**config.mk**
```make
export PLATFORM = sky130hd
export DESIGN_NAME = bus_dbg_master
export DESIGN_NICKNAME = d
export VERILOG_FILES = /design/src/rtl/bus_dbg_master_if.sv /design/src/rtl/bus_dbg_master.sv
export SDC_FILE = /design/constraint.sdc
export NUM_CORES = 1
export LEC_CHECK = 0
export CORE_MARGIN = 2
export CORE_UTILIZATION = 35
export CTS_CLUSTER_DIAMETER = 30
export DETAILED_ROUTE_END_ITERATION = 10
export MAX_ROUTING_LAYER = met4
export PLACE_DENSITY = 0.72
export SLEW_MARGIN = 20
export SYNTH_ARGS = -nofsm -noshare
export SYNTH_HDL_FRONTEND = slang
export SYNTH_SLANG_ARGS = --single-unit
```
**constraint.sdc**
```tcl
create_clock -name clk -period 2.5 [get_ports clk]
set_input_delay 0.5 -clock clk [delete_from_list [all_inputs] [get_ports clk]]
set_output_delay 0.5 -clock clk [all_outputs]
set_load 0.01 [all_outputs]
```
**src/rtl/bus_dbg_master_if.sv**
```systemverilog
// Bus types plus the command/response byte streams and bus port of bus_dbg_master,
// bundled with master (initiator) and slave (environment) views.
package bus;
  typedef struct packed {
    logic        req;
    logic        we;
    logic [31:0] addr;
    logic [31:0] data;
  } m2s_s;

  typedef struct packed {
    logic        ack;
    logic [31:0] data;
  } s2m_s;
endpackage


```
**src/rtl/bus_dbg_master.sv**
```systemverilog
// Byte-stream debug initiator: 'W' addr[4] data[4] / 'R' addr[4] become single bus words.
// Optional ack watchdog enabled by defining BUS_DBG_TIMEOUT_EN.
module bus_dbg_master #(
  parameter int unsigned TIMEOUT_CYCLES = 1024,
  parameter logic [7:0]  ACK_BYTE       = 8'h06,
  parameter logic [7:0]  NAK_BYTE       = 8'h15
) (
  input  logic       clk,
  input  logic       rst,
  input  logic [7:0] cmd_data,
  input  logic       cmd_valid,
  output logic       cmd_ready,
  output logic [7:0] rsp_data,
  output logic       rsp_valid,
  input  logic       rsp_ready,
  output bus::m2s_s  bus_o,
  input  bus::s2m_s  bus_i,
  output logic       busy
);

  typedef enum logic [2:0] {S_IDLE, S_ADDR, S_DATA, S_BUS, S_RSP} state_e;

  localparam logic [7:0] OP_W = 8'h57;
  localparam logic [7:0] OP_R = 8'h52;

  state_e      state_q, state_d;
  logic [1:0]  cnt_q, cnt_d;
  logic [31:0] addr_q, addr_d;
  logic [31:0] wdata_q, wdata_d;
  logic [23:0] rdata_q, rdata_d;
  logic        we_q, we_d;
  logic        req_q, req_d;
  logic        multi_q, multi_d;
  logic        cmd_ready_q, cmd_ready_d;
  logic        rsp_valid_q, rsp_valid_d;
  logic [7:0]  rsp_data_q, rsp_data_d;
  logic        cmd_fire, rsp_fire, ack_fire, tmo_hit;
  logic [1:0]  rsp_last;

  assign cmd_fire = cmd_valid && cmd_ready_q;
  assign rsp_fire = rsp_valid_q && rsp_ready;
  assign ack_fire = req_q && bus_i.ack;
  assign rsp_last = multi_q ? 2'd3 : 2'd0;

`ifdef BUS_DBG_TIMEOUT_EN
  logic [15:0] tmo_q, tmo_d;

  assign tmo_d   = (state_q == S_BUS) ? tmo_q + 16'd1 : 16'd0;
  assign tmo_hit = (state_q == S_BUS) && !ack_fire && (tmo_q == 16'(TIMEOUT_CYCLES - 1));

  always_ff @(posedge clk) begin
    if (rst) tmo_q <= '0;
    else     tmo_q <= tmo_d;
  end
`else
  assign tmo_hit = 1'b0;
`endif

  always_ff @(posedge clk) begin
    if (rst) begin
      state_q     <= S_IDLE;
      cnt_q       <= '0;
      addr_q      <= '0;
      wdata_q     <= '0;
      rdata_q     <= '0;
      we_q        <= 1'b0;
      req_q       <= 1'b0;
      multi_q     <= 1'b0;
      cmd_ready_q <= 1'b0;
      rsp_valid_q <= 1'b0;
      rsp_data_q  <= '0;
    end else begin
      state_q     <= state_d;
      cnt_q       <= cnt_d;
      addr_q      <= addr_d;
      wdata_q     <= wdata_d;
      rdata_q     <= rdata_d;
      we_q        <= we_d;
      req_q       <= req_d;
      multi_q     <= multi_d;
      cmd_ready_q <= cmd_ready_d;
      rsp_valid_q <= rsp_valid_d;
      rsp_data_q  <= rsp_data_d;
    end
  end

  always_comb begin
    state_d = state_q;
    case (state_q)
      S_IDLE: if (cmd_fire)
                state_d = (cmd_data == OP_W || cmd_data == OP_R) ? S_ADDR : S_RSP;
      S_ADDR: if (cmd_fire && cnt_q == 2'd3)
                state_d = (addr_q[1:0] != 2'b00) ? S_RSP : (we_q ? S_DATA : S_BUS);
      S_DATA: if (cmd_fire && cnt_q == 2'd3) state_d = S_BUS;
      S_BUS:  if (ack_fire || tmo_hit) state_d = S_RSP;
      S_RSP:  if (rsp_fire && cnt_q == rsp_last) state_d = S_IDLE;
      default: state_d = S_IDLE;
    endcase
  end

  always_comb begin
    cnt_d       = cnt_q;
    addr_d      = addr_q;
    wdata_d     = wdata_q;
    rdata_d     = rdata_q;
    we_d        = we_q;
    req_d       = 1'b0;
    multi_d     = multi_q;
    rsp_valid_d = rsp_valid_q;
    rsp_data_d  = rsp_data_q;

    case (state_q)
      S_IDLE: if (cmd_fire) we_d = (cmd_data == OP_W);
      S_ADDR: if (cmd_fire) addr_d[{cnt_q, 3'b000} +: 8] = cmd_data;
      S_DATA: if (cmd_fire) wdata_d[{cnt_q, 3'b000} +: 8] = cmd_data;
      S_BUS: begin
        req_d = !(ack_fire || tmo_hit);
        if (ack_fire) rdata_d = bus_i.data[31:8];
      end
      // Remaining read bytes drain LSB first out of a shift register.
      S_RSP: if (rsp_fire) begin
        rsp_data_d = rdata_q[7:0];
        rdata_d    = {8'h00, rdata_q[23:8]};
      end
      default: ;
    endcase

    if (cmd_fire || rsp_fire) cnt_d = cnt_q + 2'd1;
    if (state_d != state_q)   cnt_d = 2'd0;

    // First response byte is presented in the same cycle RSP is entered.
    if (state_d == S_RSP && state_q != S_RSP) begin
      rsp_valid_d = 1'b1;
      multi_d     = ack_fire && !we_q;
      rsp_data_d  = !ack_fire ? NAK_BYTE : (we_q ? ACK_BYTE : bus_i.data[7:0]);
    end
    if (state_q == S_RSP && state_d == S_IDLE) rsp_valid_d = 1'b0;

    cmd_ready_d = (state_d == S_IDLE) || (state_d == S_ADDR) || (state_d == S_DATA);
  end

  assign cmd_ready  = cmd_ready_q;
  assign rsp_valid  = rsp_valid_q;
  assign rsp_data   = rsp_data_q;
  assign bus_o.req  = req_q;
  assign bus_o.we   = we_q;
  assign bus_o.addr = addr_q;
  assign bus_o.data = wdata_q;
  assign busy       = (state_q != S_IDLE);

endmodule
```
# Word level (Yosys, flattened, before mapping)
# Cells that the tools add are included.
dict set report op_classes {
  n_reduce_logical 29
  addsub 2
  mux 20
  shift 2
  n_bitwise 1
  n_eq_ne 15
}
# op n
set op_table {}
lappend op_table {{$bwmux 32} 2}
lappend op_table {{$mux 24} 2}
lappend op_table {{$pmux 24 s2} 1}
lappend op_table {{$mux 8} 5}
lappend op_table {{$shift 8x7->32 const A} 1}
lappend op_table {{$shiftx 8x7->32} 1}
lappend op_table {{$mux 3} 7}
lappend op_table {{$eq 8x7->1 const B} 2}
lappend op_table {{$pmux 3 s5} 1}
lappend op_table {{$eq 3x2->1 const B} 3}
lappend op_table {{$logic_and 1x1->1} 8}
lappend op_table {{$reduce_and 2->1} 4}
lappend op_table {{$reduce_bool 2->1} 4}
lappend op_table {{$neg 5->7} 1}
lappend op_table {{$eq 3x1->1 const B} 2}
lappend op_table {{$eq 3x3->1 const B} 2}
lappend op_table {{$logic_not 3->1} 2}
lappend op_table {{$reduce_or 2->1} 3}
lappend op_table {{$logic_or 1x1->1} 4}
lappend op_table {{$ne 2x2->1 const B} 2}
lappend op_table {{$ne 3x3->1} 1}
lappend op_table {{$ne 3x3->1 const B} 1}
lappend op_table {{$reduce_and 3->1} 1}
lappend op_table {{$reduce_bool 3->1} 1}
lappend op_table {{other kinds (7)} 8}
dict set report totals {
  regBits 106
  output_inout_bits 77
}

# Depth between registers and ports, before layout
dict set report depth {
  word_depth 9
  mapped_depth 7
  ltp_nobuf 5
}

# Least setup slack after synthesis
# OpenSTA, ideal clock, no wires.
dict set report synth_path {
  path_type {input-to-reg}
  from {input cmd_data[5]}
  to {register multi_q}
  slack_ps 478
  setup_ps 123
  arrival_ps 1898
  path_buffers 2
  required_ps 2377
  path_stages 6
  cell_sequence {buf_2 > nand4bb_4 > o311ai_2 > and3_1 > buf_4 > mux2_1}
}
dict set report synth_via {
  elab_chain_len 7
  word_cells_on_any_way 8
  cone_classes {3 x eq/ne; 3 x mux; 2 x reduce/logical}
}
# element line
set synth_rtl {}
lappend synth_rtl {{from (decl)} bus_dbg_master.sv:10} ;# input logic [7:0] cmd_data,
lappend synth_rtl {{$eq 8x7->1} bus_dbg_master.sv:91} ;# state_d = (cmd_data == OP_W || cmd_data == OP_R) ? S_ADDR : S_RSP;
lappend synth_rtl {{$logic_or 1x1->1 (*)} bus_dbg_master.sv:91}
lappend synth_rtl {{$mux 3 (*)} bus_dbg_master.sv:91}
lappend synth_rtl {{$mux 3 (*)} bus_dbg_master.sv:90} ;# S_IDLE: if (cmd_fire)
lappend synth_rtl {{$pmux 3 s5 (*)} bus_dbg_master.sv:89} ;# case (state_q)
lappend synth_rtl {{$eq 3x3->1 (*)} bus_dbg_master.sv:132} ;# if (state_d == S_RSP && state_q != S_RSP) begin
lappend synth_rtl {{$logic_and 1x1->1 (*)} bus_dbg_master.sv:132}
lappend synth_rtl {{to (signal assigned)} bus_dbg_master.sv:80} ;# multi_q <= multi_d;
lappend synth_rtl {{to (decl)} bus_dbg_master.sv:33} ;# logic multi_q, multi_d;
# Mark *: on every way between the ends. The rest lies on a longest branch, timed or not.
# A chain may end at the register's enable or synchronous reset.

# Worst setup path in the final report
dict set report layout_path {
  from {register state_q[1]}
  to {output busy}
}
dict set report layout_via {
  elab_chain_len 1
}
# element line
set layout_rtl {}
lappend layout_rtl {{from (decl)} bus_dbg_master.sv:26} ;# state_e state_q, state_d;
lappend layout_rtl {{from (signal assigned)} bus_dbg_master.sv:73} ;# state_q <= state_d;
lappend layout_rtl {{$reduce_bool 3->1} bus_dbg_master.sv:149} ;# assign busy = (state_q != S_IDLE);
lappend layout_rtl {{to (decl)} bus_dbg_master.sv:18} ;# output logic busy
# Every way passes these cells.

==> impl_results.md <==
- Outcome: complete, no violations
- Top-area cell type share of the netlist area: 0.458
- Tmin final: 2190 ps
- Fill count: 1,209
- Sequential-to-total area share from yosys stat: 0.458
- Mapped cell area: 4630 um^2
- Cell area power density: 551 nW/um^2
- Synth warnings: 0
- HP Class: flop to flop
- Placement row count: 42
- Fin Setup TNS: 0 ps
- # DRC: 0
- Nets: 723
- Synth top area cells: dfxtp_1, nand2_1, nand3_1
- Clock Path Buffers: 2
- RSZ-0062 raised after global routing: false
- Routed wl met3: 973 um
- IO Pins: 122
- #FFs+latches synth: 106
- Met2 Routed Length: 6680 um
- Starting density of the core: 0.354
- Clock Skews: 14.0 ps
- Total track usage: 0.203
- Crit path largest cell delay: 600 ps
- Vias per cell: 5.28
- Worst setup SP type: flop
- Clk Latency, worst-skew pair: 360 ps
- Most frequent cells in the layout: clkdlybuf4s50_1, nand2_1, dfxtp_1, nand3_1, a21oi_1
- Final Hold Fails: 0
- Total CTS buffers: 9
- Setup bufs post-CTS: 0
- Drt total wl: 13,600 um
- LEAKAGE: 0.00209 uW
- Crit-path cells: nor3_4 -> inv_2 -> clkdlybuf4s50_1
- I/O Buffers: 121
- Die Height: 119 um
- Post-synth EDFFs: 0
- Layout area overhead: 36.0%
- Mapped Nets: 614
- # diodes: 0
- Slew margin rel.: 0.511
- Iter 0 DRT Violations: 354
- Post-DP HPWL: 10,100 um
- Pin slew with the least headroom to its limit: 734 ps
- Core area: 13,100 um^2
- Post-CTS sizing: 0
- GPL Wtd Cong: 0.893
- Fmax: 457 MHz
- Top Layer Used: met4
- CP max stage cell: dfxtp_1
- Mapped Avg Cell Area: 8.21 um^2
- CP Class: flop to primary output
- CP Capture Type: primary output
- Max-cap violations: 0
- Final Instance Area: 6300 um^2
- Pin count of the biggest net entering global routing: 41
- Gate Count Post-Synth: 564
- Main synth FF type: dfxtp_1
- Layout cells sized above 1: 0.0796
- Commonest non-fill, non-tap cell in the layout: clkdlybuf4s50_1
- Post-synth top area cell: dfxtp_1
- Cts hold-fix bufs: 0
- Final setup fails: 0
- Root Buffer: clkbuf_16
- CP delay by family, top: buffers and inverters
- WL/cell: 16.0 um
- Drt pass-1 iters: 5
- Die area: 14,200 um^2
- Cells after DPL: 838
- CP max FO: 10
- Buf/Inv on CP: 2
- Synth cell types: 52
- CTS tree: built
- Worst IR drop on VDD: 0.267 mV
- Sink Count: 106
- Clock slew at reported path FFs: 80 ps
- First-pass GRT wire length: 22,600 um
- Final ANT Viol Nets: 0
- H-tree depth: 3
- Vias: 4,510
- Vias in the first global route: 4,386
- Total Power: 3470 uW
- Final slew viol count: 0
- Tcrit/Tclk final: 0.875
- DRT met1 WL: 5840 um
- Grt ovf: 0
- Crit path arrival time: 1690 ps
- Die W: 119 um
- DP Area: 6010 um^2
- Async set-reset flop share out of synthesis: 0
- Initial antenna violation count: 0
- Non-filler cells, final: 854
- CP required: 2000 ps
-- cell type report --
type | count | area, um^2 | area share
Clock buffer | 10 | 229 | 0.0364
Clock inverter | 6 | 56.3 | 0.00894
Inverter | 4 | 15.0 | 0.00238
Multi-Input combinational cell | 406 | 2250 | 0.357
Sequential cell | 106 | 2120 | 0.337
Tap cell | 176 | 220 | 0.0350
Timing Repair Buffer | 146 | 1410 | 0.224
-- synthesized netlist by cell type, types with 3 or more instances --
library cell	instances
clkbuf_1	25
ha_1	5
o21ai_0	7
buf_4	4
nor3b_2	3
and3_1	10
buf_2	11
a311oi_1	17
nor2b_1	3
nand3_1	80
nor3_1	6
dfxtp_1	106
buf_6	5
a21oi_1	75
a22oi_1	9
nand2_1	109
nor2_1	31
a211oi_1	5
nor3b_1	4
mux2i_1	5
inv_1	3
a21o_1	5
-- flip-flops by register name (all words and copies together), names as in the netlist, 2 cells and up --
register,flops
state_q,3
rdata_q,24
rsp_data,8
wdata_q,32
addr_q,32
cnt_q,2
-- through the flow --
stage          setup WS (ps)   util  hold slack, ps
6_report                 312  0.481             458
5_1_grt                  226  0.481             476
4_1_cts                  295  0.481             457
3_5_place_dp             117  0.460             446
3_3_place_gp             172  0.460             443
2_1_floorplan            478      -             454
-- layer usage --
metal | vias up | track usage
met3 | 13 | 0.0426
met5 | - | -
li1 | 2209 | -
met4 | 0 | 0.0588
met2 | 172 | 0.322
met1 | 2116 | 0.263
-- worst paths after layout --
check	start	to	slack, ps	cells past startpoint
worst max-delay path	state_q[1]$_SDFF_PP0_	busy	310	3
worst min-delay path	wdata_q[20]$_SDFFE_PP0P_	wdata_q[20]$_SDFFE_PP0P_	460	2
worst max register to register	state_q[0]$_SDFF_PP0_	multi_q$_SDFFE_PP0P_	500	4
worst min register to register	wdata_q[20]$_SDFFE_PP0P_	wdata_q[20]$_SDFFE_PP0P_	460	2
-- logic make-up (layout without fill, tap and decap cells) --
| group | Yosys count | after routing | share of synthesized area |
|---|---|---|---|
| flip-flops | 106 | 106 | 0.458 |
| buffers and inverters | 52 | 166 | 0.0567 |
| XOR/XNOR | 2 | 2 | 0.00378 |
| AO/OA/AOI/OAI | 127 | 127 | 0.172 |
| multiplexers | 7 | 7 | 0.0157 |
| adder cells (fa/ha/maj) | 5 | 5 | 0.0135 |
| AND/OR/NAND/NOR | 265 | 265 | 0.280 |
-- power breakdown --
part | switching, uW | internal (uW)
logic | 199 | 161
clock network | 684 | 702
registers | 19.5 | 1700
-- worst min-delay path, cell delays in order, from the launching register on --
cell and delay (ps):
dfxtp_1 310, nand2_1 50, a21oi_1 50
Note: power is estimated with default switching activity, not from simulation.
